File: src/rtl/pingpong_score_display_if.sv
// Score/display bundle between the game core, the scoring block and the
// display pins: point pulses and clear in, segment/digit drive and result out.
interface pingpong_score_display_if;
  logic       POINT_L;
  logic       POINT_R;
  logic       CLR_SCORE;
  logic [7:0] SEG7_SCORE;
  logic [7:0] WHICH_LIGHT;
  logic       GAME_OVER;
  logic       WINNER;

  // Upstream side: issues points/clear, observes the display and result.
  modport master (
    output POINT_L, POINT_R, CLR_SCORE,
    input  SEG7_SCORE, WHICH_LIGHT, GAME_OVER, WINNER
  );

  // Score/display block side.
  modport slave (
    input  POINT_L, POINT_R, CLR_SCORE,
    output SEG7_SCORE, WHICH_LIGHT, GAME_OVER, WINNER
  );
endinterface

File: src/rtl/pingpong_score_display.sv
// Two-player BCD scorekeeper with win detection, driving a 4-digit scanned
// 7-segment display (right units, right tens, left units, left tens).
module pingpong_score_display #(
  parameter int unsigned SCAN_DIV  = 50000,
  parameter int unsigned WIN_SCORE = 11
) (
  input logic                     CLK,
  input logic                     RST,
  pingpong_score_display_if.slave bus
);

  localparam int unsigned    CW      = $clog2(SCAN_DIV);
  localparam logic [CW-1:0]  CNT_MAX = CW'(SCAN_DIV - 1);
  localparam logic [7:0]     WIN_BCD = {4'(WIN_SCORE / 10), 4'(WIN_SCORE % 10)};

  logic [7:0]    score_l;
  logic [7:0]    score_r;
  logic          game_over;
  logic          winner;
  logic [CW-1:0] scan_cnt;
  logic [1:0]    dig_idx;
  logic [7:0]    seg_q;
  logic [7:0]    light_q;

  logic          win_l;
  logic          win_r;
  logic          cnt_wrap;
  logic [1:0]    idx_nxt;
  logic [3:0]    digit;
  logic          blank;
  logic          dp;
  logic [7:0]    seg_nxt;
  logic [7:0]    light_nxt;

  function automatic logic [7:0] bcd_inc(input logic [7:0] v);
    if (v[3:0] == 4'd9) return {v[7:4] + 4'd1, 4'd0};
    else                return {v[7:4], v[3:0] + 4'd1};
  endfunction

  function automatic logic [6:0] seg_code(input logic [3:0] d);
    case (d)
      4'd0:    return 7'h3F;
      4'd1:    return 7'h06;
      4'd2:    return 7'h5B;
      4'd3:    return 7'h4F;
      4'd4:    return 7'h66;
      4'd5:    return 7'h6D;
      4'd6:    return 7'h7D;
      4'd7:    return 7'h07;
      4'd8:    return 7'h7F;
      4'd9:    return 7'h6F;
      default: return 7'h00;
    endcase
  endfunction

  // Win detection, scan sequencing and the segment pattern for the next slot.
  always_comb begin
    win_l    = (score_l == WIN_BCD);
    win_r    = (score_r == WIN_BCD);
    cnt_wrap = (scan_cnt == CNT_MAX);
    idx_nxt  = cnt_wrap ? dig_idx + 2'd1 : dig_idx;
    digit    = score_r[3:0];
    blank    = 1'b0;
    dp       = 1'b0;
    case (idx_nxt)
      2'd0: begin
        digit = score_r[3:0];
        dp    = game_over & winner;
      end
      2'd1: begin
        digit = score_r[7:4];
        blank = (score_r[7:4] == 4'd0);
      end
      2'd2: begin
        digit = score_l[3:0];
        dp    = game_over & ~winner;
      end
      default: begin
        digit = score_l[7:4];
        blank = (score_l[7:4] == 4'd0);
      end
    endcase
    seg_nxt   = {dp, blank ? 7'h00 : seg_code(digit)};
    light_nxt = {4'hF, ~(4'b0001 << idx_nxt)};
  end

  // Scores and game result; the result latches once and freezes scoring.
  always_ff @(posedge CLK) begin
    if (RST || bus.CLR_SCORE) begin
      score_l   <= '0;
      score_r   <= '0;
      game_over <= 1'b0;
      winner    <= 1'b0;
    end else if (!game_over) begin
      if (bus.POINT_L) score_l <= bcd_inc(score_l);
      if (bus.POINT_R) score_r <= bcd_inc(score_r);
      if (win_l || win_r) begin
        game_over <= 1'b1;
        winner    <= ~win_l;
      end
    end
  end

  // Digit scan and registered display drive; clear leaves the scan running.
  always_ff @(posedge CLK) begin
    if (RST) begin
      scan_cnt <= '0;
      dig_idx  <= 2'd0;
      seg_q    <= 8'h3F;
      light_q  <= 8'hFE;
    end else begin
      scan_cnt <= cnt_wrap ? '0 : scan_cnt + 1'b1;
      dig_idx  <= idx_nxt;
      seg_q    <= seg_nxt;
      light_q  <= light_nxt;
    end
  end

  assign bus.SEG7_SCORE  = seg_q;
  assign bus.WHICH_LIGHT = light_q;
  assign bus.GAME_OVER   = game_over;
  assign bus.WINNER      = winner;

endmodule

File: src/flat_wrapper.sv
// flat-port wrapper written by rule: the top's interface ports become plain ports
module pingpong_score_display_flat 
#(
  parameter int unsigned SCAN_DIV  = 50000,
  parameter int unsigned WIN_SCORE = 11
)
  (CLK, RST, bus_POINT_L, bus_POINT_R, bus_CLR_SCORE, bus_SEG7_SCORE, bus_WHICH_LIGHT, bus_GAME_OVER, bus_WINNER);
  pingpong_score_display_if bus_i ();
  input logic CLK;
  input logic RST;
  input wire logic [$bits(bus_i.POINT_L)-1:0] bus_POINT_L;
  input wire logic [$bits(bus_i.POINT_R)-1:0] bus_POINT_R;
  input wire logic [$bits(bus_i.CLR_SCORE)-1:0] bus_CLR_SCORE;
  output wire logic [$bits(bus_i.SEG7_SCORE)-1:0] bus_SEG7_SCORE;
  output wire logic [$bits(bus_i.WHICH_LIGHT)-1:0] bus_WHICH_LIGHT;
  output wire logic [$bits(bus_i.GAME_OVER)-1:0] bus_GAME_OVER;
  output wire logic [$bits(bus_i.WINNER)-1:0] bus_WINNER;
  assign bus_i.POINT_L = bus_POINT_L;
  assign bus_i.POINT_R = bus_POINT_R;
  assign bus_i.CLR_SCORE = bus_CLR_SCORE;
  assign bus_SEG7_SCORE = bus_i.SEG7_SCORE;
  assign bus_WHICH_LIGHT = bus_i.WHICH_LIGHT;
  assign bus_GAME_OVER = bus_i.GAME_OVER;
  assign bus_WINNER = bus_i.WINNER;
  pingpong_score_display #(.SCAN_DIV(SCAN_DIV), .WIN_SCORE(WIN_SCORE)) u_core (.CLK(CLK), .RST(RST), .bus(bus_i));
endmodule
File: config.mk
export PLATFORM = sky130hd
export DESIGN_NAME = pingpong_score_display_flat
export DESIGN_NICKNAME = d
export VERILOG_FILES = /design/src/rtl/pingpong_score_display_if.sv /design/src/rtl/pingpong_score_display.sv /design/src/flat_wrapper.sv
export SDC_FILE = /design/constraint.sdc
export NUM_CORES = 1
export LEC_CHECK = 0
export BUFFER_PORTS_ARGS = -buffer_cell sky130_fd_sc_hd__buf_2
export CAP_MARGIN = 40
export CORE_MARGIN = 1.5
export CORE_UTILIZATION = 40
export CTS_BUF_LIST = sky130_fd_sc_hd__clkbuf_4 sky130_fd_sc_hd__clkbuf_8 sky130_fd_sc_hd__clkbuf_16
export DETAILED_ROUTE_END_ITERATION = 16
export GPL_TIMING_DRIVEN = 0
export PLACE_DENSITY_LB_ADDON = 0.1
export REMOVE_ABC_BUFFERS = 1
export SLEW_MARGIN = 20
export SYNTH_ARGS = -nofsm -noshare
export SYNTH_HDL_FRONTEND = slang
export SYNTH_SLANG_ARGS = --single-unit
File: constraint.sdc
create_clock -name CLK -period 3.8 [get_ports CLK]
set_clock_uncertainty 0.05 [all_clocks]
set_input_delay 0.76 -clock CLK [delete_from_list [all_inputs] [get_ports CLK]]
set_output_delay 0.76 -clock CLK [all_outputs]
set_load 0.05 [all_outputs]
Yosys cells after proc, flatten, opt, wreduce, memory -nomap -nowiden:

Memories as Yosys holds them, arrays and structs flattened.
Index checks and enable logic that the tools add are counted.

* add/subtract/negate cells: 6
* mux-type cells: 9
* bitwise operators: 6
* shift operators: 1
* equality and inequality tests: 7
* reduce and logical (&&, ||, !) cells: 13

Operator list (number)
* $add 16x1->16 const B: 1
* $add 4x1->4 const B: 4
* $eq 16x16->1 const B: 1
* $eq 8x5->1 const B: 2
* $pmux 4 s3: 1
* $eq 4x4->1 const B: 2
* $logic_not 4->1: 2
* $mux 4: 2
* $mux 6: 1
* $reduce_and 2->1: 3
* $reduce_and 3->1: 2
* $reduce_or 2->1: 3
* $not 4->4: 1
* $pmux 1 s2: 2
* $shl 1x2->4 const A: 1
* $not 1->1: 3
* $add 2x1->2 const B: 1
* $and 1x1->1: 2
* $eq 2x1->1 const B: 1
* $eq 2x2->1 const B: 1
* $logic_not 2->1: 1
* $logic_or 1x1->1: 2
* $mux 1: 2
* $mux 2: 1

* bits in read-only memories: 112
* memories: 1
* register bits after elaboration: 52
* word-level logic and storage cells: 55
* output and inout bits: 18
* input bits: 5

Memories
* (name not given): words 16, width 7, rd ports 1, clocked after memory_dff 0, write ports 0, line pingpong_score_display.sv:41 `case (d)`

Longest topological paths before layout:

* word-level depth: 6
* gate-level depth with buffers: 12
* gate-level depth less buffers: 11

Worst setup path after synthesis:

No wires, ideal clock.

* kind: register -> register
* from: reg u_core.scan_cnt[0]
* to: reg u_core.seg_q[6] (netlist: u_core.bus.SEG7_SCORE[6])
* library setup time: 69 ps
* buffers on the path: 2
* arrival: 2565 ps
* data required time: 3681 ps
* stages on the path, launching flop included: 12
* slack: 1116 ps
* clock period less this slack: 2684 ps
* cells stage by stage: dfxtp_1 > ha_1 > and3_4 > and4_1 > buf_6 > xnor2_4 > buf_6 > o221ai_1 > inv_1 > ha_1 > or4b_1 > o21ai_1

* cells in the longest elaborated chain, start to end: 6
* elaborated cells between the ends (all ways): 10
* those cells by class: 3 x eq/ne; 3 x mux; 3 x reduce/logical; 1 x memory

Ends and longest elaborated chain
* start, declared: line pingpong_score_display.sv:20 `logic [CW-1:0] scan_cnt;`
* start signal, assigned: line pingpong_score_display.sv:112 `scan_cnt <= cnt_wrap ? '0 : scan_cnt + 1'b1;`
* $eq 16x16->1 *: line pingpong_score_display.sv:60 `cnt_wrap = (scan_cnt == CNT_MAX);`
* $mux 2 *: line pingpong_score_display.sv:61 `idx_nxt = cnt_wrap ? dig_idx + 2'd1 : dig_idx;`
* parallel branches: the longest is 4 deep, another holds $mem_v2 16x7
* end signal, assigned: line pingpong_score_display.sv:114 `seg_q <= seg_nxt;`
* end, declared: line pingpong_score_display.sv:22 `logic [7:0] seg_q;`

Every way passes the cells marked *.
A chain may end at the register's enable or synchronous reset.

Final worst setup path:

Same ends and word-level chain as after synthesis.

==> results.md <==
- Status: completed
- Static Leak: 1.01 nW
- Commonest non-fill, non-tap cell in the layout: dfxtp_1
- Fmax: 316 MHz
- P&R area growth vs syn: 7.24%
- Core ar.: 5960 um^2
- Post_cts resized: 0
- CTS Root Cell: clkbuf_8
- Die ar.: 6700 um^2
- GR peak layer: met2
- Layout cells sized above 1: 13.9%
- Post-CTS Hold Fix Bufs: 0
- Met3 usage: 4.67%
- Hpwl dp: 3.25 mm
- Routed wire length: 4.58 mm
- M1 GR Usage: 18.8%
- Mapped Avg Cell Area: 8.82 um^2
- Seq/Total Area, Yosys: 38.6%
- Synthesized netlist cell count: 282
- # nets final: 312
- Critical Path RT: 3.99 ns
- Placed Cells: 360
- Crit. End Element: flop
- # DRC: 0
- IO Pins: 23
- Commonest non-fill, non-tap cells in the layout: dfxtp_1, nor2_1, buf_2, inv_1
- Overflow after GRT: 0
- Clk slew on worst S/H paths: 0.09 ns
- Num Clock Sinks: 48
- Flop pwr share: 57.8%
- Logic pwr share: 7.0%
- Fillers: 630
- Worst Max-Slew Pin Slew: 0.604 ns
- First-pass GRT wire length: 7.90 mm
- Register area: 961 um^2
- Clk_lat worst skew: 0.31 ns
- NetSw: 0.000237 W
- CTS tree: built
- Final Hold Viols: 0
- Die Width: 81.9 um
- Routed via count: 1822
- Maximum VDD drop: 184 uV
- Number of synthesized register bits: 48
- Final setup viols: 0
- Post-route antenna net violation count: 0
- Fin cells: 369
- HP Class: flop to flop
- Setup CP Type: flop to flop
- Max H-tree Level: 2
- GPL Wtd Cong: 0.755
- Longest Clk Path Bufs: 2
- PD cells: 335 nW/um^2
- Switching portion of total power: 26.5%
- Number of I/O port buffers: 18
- Antenna violations before repair: 0
- Period utilization: 83.4%
- Post-route core utilization: 44.8%
- Startpoint Class: flop
- Setup repair after global routing missed its margin: no
- Async SR Flop Fraction: 0%
- GR Util met2: 26.6%
- Diode count: 0
- # rows: 28
- Final Slew Violations: 0
- Warnings from Yosys: 0
- Number of buffers created by CTS: 5
- Setup Fix Bufs, Post-CTS: 0
- Starting Density: 41.8%
- Chip height: 81.9 um
- Drt pass-1 iters: 4
- Drt initial violations: 60
- Synth unique cells: 46
- Crit path max fanout: 10
- Hold slack: 0.413 ns
- Clock power share: 35.2%
- Routed length per placed instance: 12.4 um
- P_int: 0.000658 W
- Largest net degree at the start of global routing: 19
- Critical Path AT: 3.36 ns
- Via density: 4.94
- Mapped Area: 2490 um^2
- Top_reg_cell synth: dfxtp_1
- GRT Overall Usage: 15.4%
- Max-cap violations: 0
- Post-layout min period: 3.17 ns
- Fin Setup TNS: 0 ns
- Area of the multi-input gates: 1370 um^2
- Number of synthesized flops with an enable pin: 0
- Number of global-route vias before repair: 1768
- Slew headroom: 59.7%
-- power by group through the flow --
stage	combinational [W]	sequential, W	clock, W
global route	0.0000698	0.000519	0.000349
CTS	0.0000638	0.000517	0.000333
finish	0.0000630	0.000517	0.000315
global placement	0.0000635	0.000529	0
floorplan	0.0000347	0.000543	0
detailed placement	0.0000636	0.000529	0
-- logic make-up after synthesis --
| logic type | count (synthesis) | share of synthesized area [%] |
|---|---|---|
| compound gates | 38 | 10.9 |
| xor+xnor | 24 | 9.20 |
| fa+ha+maj | 14 | 7.04 |
| buf+inv | 34 | 6.94 |
| flops | 48 | 38.6 |
| mux | 8 | 3.32 |
| other cells | 1 | 0.151 |
| simple gates | 115 | 23.9 |
-- final timing paths --
| check | slack (ns) | from | endpoint | cells after the start |
|---|---|---|---|---|
| max | 0.63 | u_core.scan_cnt[0]$_SDFF_PP0_ | u_core.bus.SEG7_SCORE[6]$_SDFF_PP0_ | 9 |
| max reg2reg | 0.63 | u_core.scan_cnt[0]$_SDFF_PP0_ | u_core.bus.SEG7_SCORE[6]$_SDFF_PP0_ | 9 |
| min | 0.41 | u_core.scan_cnt[0]$_SDFF_PP0_ | u_core.scan_cnt[0]$_SDFF_PP0_ | 1 |
| min reg2reg | 0.41 | u_core.scan_cnt[0]$_SDFF_PP0_ | u_core.scan_cnt[0]$_SDFF_PP0_ | 1 |
-- final cells by class --
class / instances / share of cell area, %
multi-input cells: 203 / 51.2
well taps: 75 / 3.52
clock buffers: 5 / 2.58
inverters: 16 / 2.25
flip-flops and latches: 48 / 36.0
clock inverters: 3 / 0.891
repair buffers: 19 / 3.56
-- critical path, cell delays in order (launching register included) --
cell      delay (ns)
dfxtp_1         0.37
ha_1            0.24
and3_4          0.22
and4_1          0.46
mux2i_1         0.24
o221ai_1        0.51
inv_1           0.19
ha_1            0.23
or4b_1          0.51
o21ai_1         0.08
-- registers in the layout, summed over array words and instances, names as in the netlist --
name,flops
u_core.bus.WINNER,1
u_core.bus.WHICH_LIGHT,4
u_core.score_r,8
u_core.score_l,8
u_core.scan_cnt,16
u_core.bus.GAME_OVER,1
u_core.bus.SEG7_SCORE,8
u_core.dig_idx,2
-- metrics by stage --
step	instance area [um^2]	setup WS, ns	total power [W]
2_1_floorplan	2390	1.00	0.000578
3_3_place_gp	2570	0.606	0.000593
3_5_place_dp	2570	0.602	0.000593
4_1_cts	2660	0.575	0.000914
5_1_grt	2670	0.364	0.000938
6_report	2670	0.631	0.000895
-- per-layer routing --
layer / vias to the layer above / wire, um
li1: 962 / -
met5: - / 0
met2: 21 / 2200
met3: 5 / 146
met4: 0 / 47
met1: 834 / 2190
-- cell usage after synthesis (3+ instances only) --
| cell type | n | area, um^2 |
|---|---|---|
| clkbuf_1 | 9 | 33.8 |
| ha_1 | 14 | 175 |
| or2_2 | 3 | 18.8 |
| nor2b_1 | 10 | 62.6 |
| xor2_1 | 11 | 96.3 |
| buf_4 | 6 | 45.0 |
| o221ai_1 | 4 | 35.0 |
| nor4b_1 | 3 | 26.3 |
| nand3_1 | 7 | 35.0 |
| nand2_1 | 14 | 52.6 |
| xnor2_1 | 12 | 105 |
| inv_1 | 15 | 56.3 |
| buf_6 | 3 | 33.8 |
| nor2_1 | 44 | 165 |
| nor3_1 | 7 | 35.0 |
| or3_2 | 3 | 22.5 |
| dfxtp_1 | 48 | 961 |
| mux2i_1 | 6 | 60.1 |
| or3_1 | 4 | 25.0 |
| a21oi_1 | 9 | 45.0 |
| nand4_1 | 5 | 31.3 |
| o21ai_0 | 11 | 55.1 |
(Power assumes the default switching activity.)
